$ cat src/rtl/uart_rx_fifo.sv
// uart_rx_fifo
// Captures bytes from a UART receiver through a ready/clear handshake and
// buffers them in a DEPTH-entry byte FIFO that a CPU drains through RD_EN.
// A byte offered while the FIFO is full and not being popped is dropped,
// and the sticky OVERRUN flag records the loss.

module uart_rx_fifo #(
   parameter int DEPTH = 16,
   parameter int AW    = 4
) (
   input  logic          CLK50M,
   input  logic          n_RST,
   input  logic [7:0]    RX_DATA,
   input  logic          RX_RDY,
   output logic          RX_RDY_CLR,
   input  logic          RD_EN,
   output logic [7:0]    DOUT,
   output logic          EMPTY,
   output logic          FULL,
   output logic [AW:0]   COUNT,
   output logic          OVERRUN,
   input  logic          OVR_CLR
);

   // Capture handshake states: wait for ready, pulse the clear, then wait
   // for the receiver to drop its flag so a held flag is taken only once.
   typedef enum logic [1:0] {
      IDLE     = 2'd0,
      ACK      = 2'd1,
      WAIT_LOW = 2'd2
   } cap_state_e;

   localparam logic [AW-1:0] PTR_ONE   = AW'(1);
   localparam logic [AW:0]   CNT_ONE   = (AW+1)'(1);
   localparam logic [AW:0]   CNT_DEPTH = (AW+1)'(DEPTH);

   cap_state_e      state_q, state_d;
   logic [AW-1:0]   wr_ptr_q, wr_ptr_d;
   logic [AW-1:0]   rd_ptr_q, rd_ptr_d;
   logic [AW:0]     count_q,  count_d;
   logic [7:0]      dout_q,   dout_d;
   logic            ovr_q,    ovr_d;
   logic [7:0]      mem_q [DEPTH];

   logic            capture;
   logic            pop;
   logic            wr_ok;
   logic            wr;
   logic            drop;
   logic            rdy_clr;

   // Flags come straight from the registered occupancy.
   assign EMPTY      = (count_q == '0);
   assign FULL       = (count_q == CNT_DEPTH);
   assign COUNT      = count_q;
   assign DOUT       = dout_q;
   assign OVERRUN    = ovr_q;
   assign RX_RDY_CLR = rdy_clr;

   // Capture, pop and write-permission decode for this cycle.
   always_comb begin
      capture = (state_q == IDLE) && RX_RDY;
      pop     = RD_EN && !EMPTY;
      // A pop frees the head slot in the same edge, so a full FIFO can
      // still accept a byte when it is being read.
      wr_ok   = !FULL || pop;
      wr      = capture && wr_ok;
      drop    = capture && !wr_ok;
   end

   // Next-state and output logic of the capture FSM.
   always_comb begin
      // NOTE: every combinational output gets a default first so no path
      // leaves it unassigned, which would otherwise infer a latch.
      state_d = state_q;
      rdy_clr = 1'b0;
      unique case (state_q)
         IDLE: begin
            if (RX_RDY) begin
               state_d = ACK;
            end
         end
         ACK: begin
            rdy_clr = 1'b1;
            state_d = WAIT_LOW;
         end
         WAIT_LOW: begin
            if (!RX_RDY) begin
               state_d = IDLE;
            end
         end
         default: begin
            state_d = IDLE;
         end
      endcase
   end

   // Next values for pointers, occupancy, popped byte and overrun flag.
   always_comb begin
      wr_ptr_d = wr_ptr_q;
      rd_ptr_d = rd_ptr_q;
      count_d  = count_q;
      dout_d   = dout_q;
      ovr_d    = ovr_q;

      if (wr) begin
         wr_ptr_d = wr_ptr_q + PTR_ONE;
      end

      if (pop) begin
         rd_ptr_d = rd_ptr_q + PTR_ONE;
         dout_d   = mem_q[rd_ptr_q];
      end

      if (wr && !pop) begin
         count_d = count_q + CNT_ONE;
      end else if (pop && !wr) begin
         count_d = count_q - CNT_ONE;
      end

      // A drop in the same cycle as a clear request keeps the flag set.
      if (drop) begin
         ovr_d = 1'b1;
      end else if (OVR_CLR) begin
         ovr_d = 1'b0;
      end
   end

   // Control and status registers with synchronous active-low reset.
   always_ff @(posedge CLK50M) begin
      // NOTE: sequential state uses non-blocking assignments so every
      // register samples the pre-edge values of its neighbours.
      if (!n_RST) begin
         state_q  <= IDLE;
         wr_ptr_q <= '0;
         rd_ptr_q <= '0;
         count_q  <= '0;
         dout_q   <= 8'h00;
         ovr_q    <= 1'b0;
      end else begin
         state_q  <= state_d;
         wr_ptr_q <= wr_ptr_d;
         rd_ptr_q <= rd_ptr_d;
         count_q  <= count_d;
         dout_q   <= dout_d;
         ovr_q    <= ovr_d;
      end
   end

   // Byte storage written at the write pointer.
   always_ff @(posedge CLK50M) begin
      // NOTE: the storage array is deliberately not reset; the pointers and
      // count make stale contents unreachable, and leaving it unreset lets
      // it map onto plain registers or RAM.
      if (n_RST && wr) begin
         mem_q[wr_ptr_q] <= RX_DATA;
      end
   end

endmodule
$ cat config.mk
export PLATFORM = sky130hd
export DESIGN_NAME = uart_rx_fifo
export DESIGN_NICKNAME = d
export VERILOG_FILES = /design/src/rtl/uart_rx_fifo.sv
export SDC_FILE = /design/constraint.sdc
export NUM_CORES = 1
export LEC_CHECK = 0
export ABC_AREA = 1
export BUFFER_PORTS_ARGS = -buffer_cell sky130_fd_sc_hd__buf_2
export CAP_MARGIN = 10
export CORE_ASPECT_RATIO = 1.75
export CORE_MARGIN = 2
export CORE_UTILIZATION = 30
export DETAILED_ROUTE_END_ITERATION = 8
export PLACE_DENSITY = 0.52
export SETUP_SLACK_MARGIN = 0.02
export SYNTH_ARGS = -nofsm -noshare
export SYNTH_HDL_FRONTEND = slang
export SYNTH_SLANG_ARGS = --single-unit
$ cat constraint.sdc
create_clock -name CLK50M -period 2.9 [get_ports CLK50M]
set_clock_uncertainty 0.15 [all_clocks]
set_input_delay 0.29 -clock CLK50M [delete_from_list [all_inputs] [get_ports CLK50M]]
set_output_delay 0.29 -clock CLK50M [all_outputs]
set_load 0.02 [all_outputs]
== Word-level counts from Yosys, hierarchy flattened ==
Memories as Yosys holds them, arrays and structs flattened. A register that Yosys moved wholly into a read port is not among the register bits.
Cells that the tools add are included.

* Bits in registers: 16
* Memory bits (writable): 128
* Input port bits: 13
* Logic and storage cells: 44
* Memories: 1

* Add/subtract/negate cells: 4
* Equality and inequality tests: 5
* Multiplexer cells: 10
* Reductions and logical operators: 19

{| class="wikitable"
|+ Memory list
! name !! words !! bits a word !! read ports !! clocked after memory_dff !! wr ports !! line !! RTL
|-
| mem_q || 16 || 8 || 1 || 1 || 1 || 43 || <nowiki>logic [7:0] mem_q [DEPTH];</nowiki>
|}

{| class="wikitable"
|+ Operators with widths
! operator !! number
|-
| 2-to-1 mux 5 bit || 2
|-
| adder 4 x 1 -> 4 bit, second input constant || 2
|-
| logical AND 1 bit || 7
|-
| zero test 1 bit || 6
|-
| case mux 2 bit (3 select lines) || 1
|-
| adder 5 x 1 -> 5 bit, second input constant || 1
|-
| == test 5 bit, second input constant || 1
|-
| zero test 5 bit || 1
|-
| 2-to-1 mux 1 bit || 5
|-
| subtractor 5 x 1 -> 5 bit, second input constant || 1
|-
| 2-to-1 mux 2 bit || 2
|-
| inequality test 2 bit, second input constant || 2
|-
| nonzero test 2 bit || 2
|-
| == test 2 x 1 -> 1 bit, second input constant || 1
|-
| == test 2 bit, second input constant || 1
|-
| zero test 2 bit || 1
|-
| AND reduction 2 bit || 1
|-
| logical OR 1 bit || 1
|}

== Depth between registers and ports, before layout ==
* Depth after elaboration: 9
* Depth in mapped cells: 14
* Mapped depth without buffers: 14

== Worst setup path before layout ==
Ideal clock, no wire load.

* Path kind: reg-to-reg
* Start point: register count_q[0] (netlist: COUNT[0])
* End point: register count_q[4] (netlist: COUNT[4])
* Data arrival time: 2.375 ns
* Data required time: 2.618 ns
* Slack: 0.243 ns
* Cell stages (with the launch flop): 15
* Path buffers: 0
* Clock period less this slack: 2.657 ns
* Cells stage by stage: dfxtp_1 -> nor2_1 -> nand3_1 -> nor2_1 -> nand2_2 -> nand2_4 -> inv_1 -> ha_1 -> inv_1 -> ha_1 -> a21oi_1 -> o21ai_0 -> xor2_1 -> nand2_1 -> a21oi_1

{| class="wikitable"
|+ RTL lines
! item !! line !! RTL
|-
| from (decl) || 40 || <nowiki>logic [AW:0] count_q, count_d;</nowiki>
|-
| from (signal assigned) || 144 || <nowiki>count_q <= count_d;</nowiki>
|-
| == test 5 bit * || 54 || <nowiki>assign FULL = (count_q == CNT_DEPTH);</nowiki>
|-
| net FULL || 19 || <nowiki>output logic FULL,</nowiki>
|-
| zero test 1 bit * || 66 || <nowiki>wr_ok = !FULL || pop;</nowiki>
|-
| logical OR 1 bit * || 66 ||
|-
| logical AND 1 bit * || 67 || <nowiki>wr = capture && wr_ok;</nowiki>
|-
| zero test 1 bit || 117 || <nowiki>end else if (pop && !wr) begin</nowiki>
|-
| logical AND 1 bit || 117 ||
|-
| nonzero test 2 bit (no line) || -- ||
|}

The timed path passes the listed nets; every way through them passes the cells marked *. The select of a mux whose other input is x is not followed.
A chain may end at the register's enable or synchronous reset.

== Worst setup path in the final report ==
* Start point: register count_q[1] (netlist: COUNT[1])
* End point: register count_q[4] (netlist: COUNT[4])

* Longest elaborated chain between the ends: 8

{| class="wikitable"
|+ RTL lines
! item
|-
| parallel branches: the longest is 8 deep, another holds subtractor 5 x 1 -> 5 bit
|}

Parallel ways; which one is timed is not known. The select of a mux whose other input is x is not followed.

==> flow_summary.yaml <==
detailed_routing:
  via_count: 4491
  antenna_left: 0
  avgViaCountPerCell: 4.35
  wl_um: 16200
  first_pass_iters: 6
  wire_per_inst_um: 15.7
  drc_errors: 0
  drt_iter0_markers: 256
sta:
  rsz0062_at_grt: "false"
  fin_crit_ps: 2550
  hold_violations: 0
  setup_viol: 0
  report.final.slew_viol_count: 0
  worst_pin_slew_ps: 624
  maxSlewHeadroom_pct: 58.3
  max_freq_mhz: 392
  fin_tns_setup_ps: 0
  setup_ws_ps: 346
  final.period_utilization_pct: 88.1
grt:
  met2_usage_pct: 27.5
  grt_pass1_vias: 4448
  grt_use_total_pct: 14.6
  grt-ovfl-total: 0
  grt_max_degree: 67
  grt_pass1_wl_um: 24800
  use_met3_pct: 3.28
  antenna_found_initial: 0
  grt_util_met1_pct: 14.7
  top_usage_layer: "met2"
placed_design:
  hpwl_um: 10600
  place_congestion: 0.829
  io_buffers: 29
  pre_cts_slack_ps: 298
floorplan:
  coreArea_um2: 22000
  die_y_um: 201
  num_rows: 72
  die-area_um2: 23500
  io_pins: 30
  start_util_pct: 30.4
  die_w_um: 117
synthesis:
  ys_seq_area_share_pct: 64.7
  synth-edff-count: 128
  yosysMostFrequentCell: "nand2_1"
  synthTopCellsByArea: "edfxtp_1, nand2_1, dfxtp_1"
  ys_warn_count: 0
  synth_top_flop_cell: "edfxtp_1"
  syn_area_um2: 6690
  ys_ff_latch: 152
  synth_top_cell_by_area: "edfxtp_1"
  ys_types: 24
  synth_common_cells: "nand2_1, edfxtp_1, nand3_1"
  syn_nets: 704
  syn_avg_cell_area_um2: 9.83
  async_flop_share_pct: 0
  synth_top_cell_area_share_pct: 57.5
  synthesis.instances: 680
run_status:
  status: "finished clean"
pwr:
  power.density_nw_per_um2: 830
  ir_worst_vdd_mv: 0.490
  p_leak_nw: 3.34
clock_network:
  clkTransAtPathRegs_ps: 60
  clkLatencyLatePin_ps: 420
  cts_buffers: 17
  cts_tree: "yes"
  h-tree-depth: 4
  clockBufferDepth: 2
  clkSinkCount: 152
  cts_root_buf: "clkbuf_16"
worst_setup_path:
  path_class: "flip-flop to flip-flop"
  cp_max_fo: 8
  crit_arrival_ps: 2760
  timing.rr.start: "COUNT[1]"
  start_kind: "flip-flop"
  end_kind: "flip-flop"
  startpoint: "COUNT[1]"
  r2r_cells: 14
  required_ps: 3110
min_path:
  min_path_cells: 3
  min_from: "n_RST"
  holdCritPathClass: "input port to flip-flop"
final_layout:
  area_delta_synth_final_pct: 17.8
  num_antenna_cells: 0
  nets: 747
  drive_gt1_share_pct: 12.2
run:
  max_cap_viol_count: 0
worst paths after layout:
| kind | slack (ps) | to |
|---|---|---|
| min | 40 | rd_ptr_q[2] |
| max | 350 | COUNT[4] |
| max reg2reg | 350 | COUNT[4] |
| min reg2reg | 330 | OVERRUN |
layout by cell type, fill, tap and decap left out, drive strengths merged:
cell | Yosys | routed
nand3 | 96 | 96
bufinv | 0 | 3
o21ai | 9 | 9
inv | 93 | 93
nand4 | 1 | 1
clkinvlp | 0 | 1
nand2 | 224 | 224
xnor2 | 2 | 2
buf | 25 | 50
nor2 | 43 | 43
ha | 10 | 10
clkinv | 2 | 5
o22ai | 1 | 1
xor2 | 5 | 5
fa | 1 | 1
edfxtp | 128 | 128
dlygate4sd3 | 0 | 2
dfxtp | 24 | 24
a21oi | 13 | 13
clkbuf | 3 | 25
cell families after synthesis:
group | after synthesis | share of synthesized area (%)
compound gates | 23 | 1.74
simple gates | 364 | 22.7
xor+xnor | 7 | 0.917
buf+inv | 123 | 7.84
fa+ha+maj | 11 | 2.17
flops | 152 | 64.7
layout make-up:
cell class                 count  area, um^2
clock buffer                  25         526
clock inverter                 7         113
fill                        2220       14100
inverter                      95         357
multi-input combinational    405        1840
sequential                   152        4330
tap                          296         370
timing repair buffer          52         348
state kept, by name, indices dropped and copies added (netlist names):
signal / cells
COUNT: 5
DOUT: 8
OVERRUN: 1
mem_q: 128
rd_ptr_q: 4
state_q: 2
wr_ptr_q: 4
where the power goes:
group	internal, mW	total [mW]	switching [mW]
Sequential	2.48	2.58	0.103
Clock	1.51	2.34	0.829
Combinational	0.513	1.62	1.11
Total	4.50	6.54	2.04
metrics by stage:
stage | util (%) | instance area (um^2) | power [mW] | hold slack (ps) | cells
final | 35.8 | 7880 | 6.54 | 35.4 | 1032
after floorplan | - | 6690 | 3.77 | 239 | 680
after CTS | 35.8 | 7880 | 6.60 | 21.9 | 1032
after global routing | 35.8 | 7880 | 6.88 | 40.0 | 1032
after detailed placement | 32.8 | 7220 | 4.26 | 330 | 998
after global placement | 32.8 | 7220 | 4.26 | 333 | 998
metal layers:
metal	vias up	wire (um)	part of all wire, %
met3	21	663	4.1
met5	-	0	0
met4	0	439	2.7
li1	2277	-	-
met1	2102	5850	36
met2	91	9280	57
critical path, cell delays in order (launching register included):
cell	delay (ps)
dfxtp_1	400
inv_1	120
nand4_2	120
nand2_2	130
nand2_2	150
nand2_4	90
inv_1	110
ha_2	230
inv_1	100
ha_1	330
nand2_1	50
o21ai_0	190
xor2_1	160
nand2_1	60
a21oi_1	110
what timing repair did:
item                       4_1_cts  5_1_grt
resized for setup                0        1
setup endpoints to repair        0        1
hold endpoints to repair         2        0
hold buffers                     2        0
setup buffers                    0        0
No activity file was read; power rests on OpenSTA's default activity.
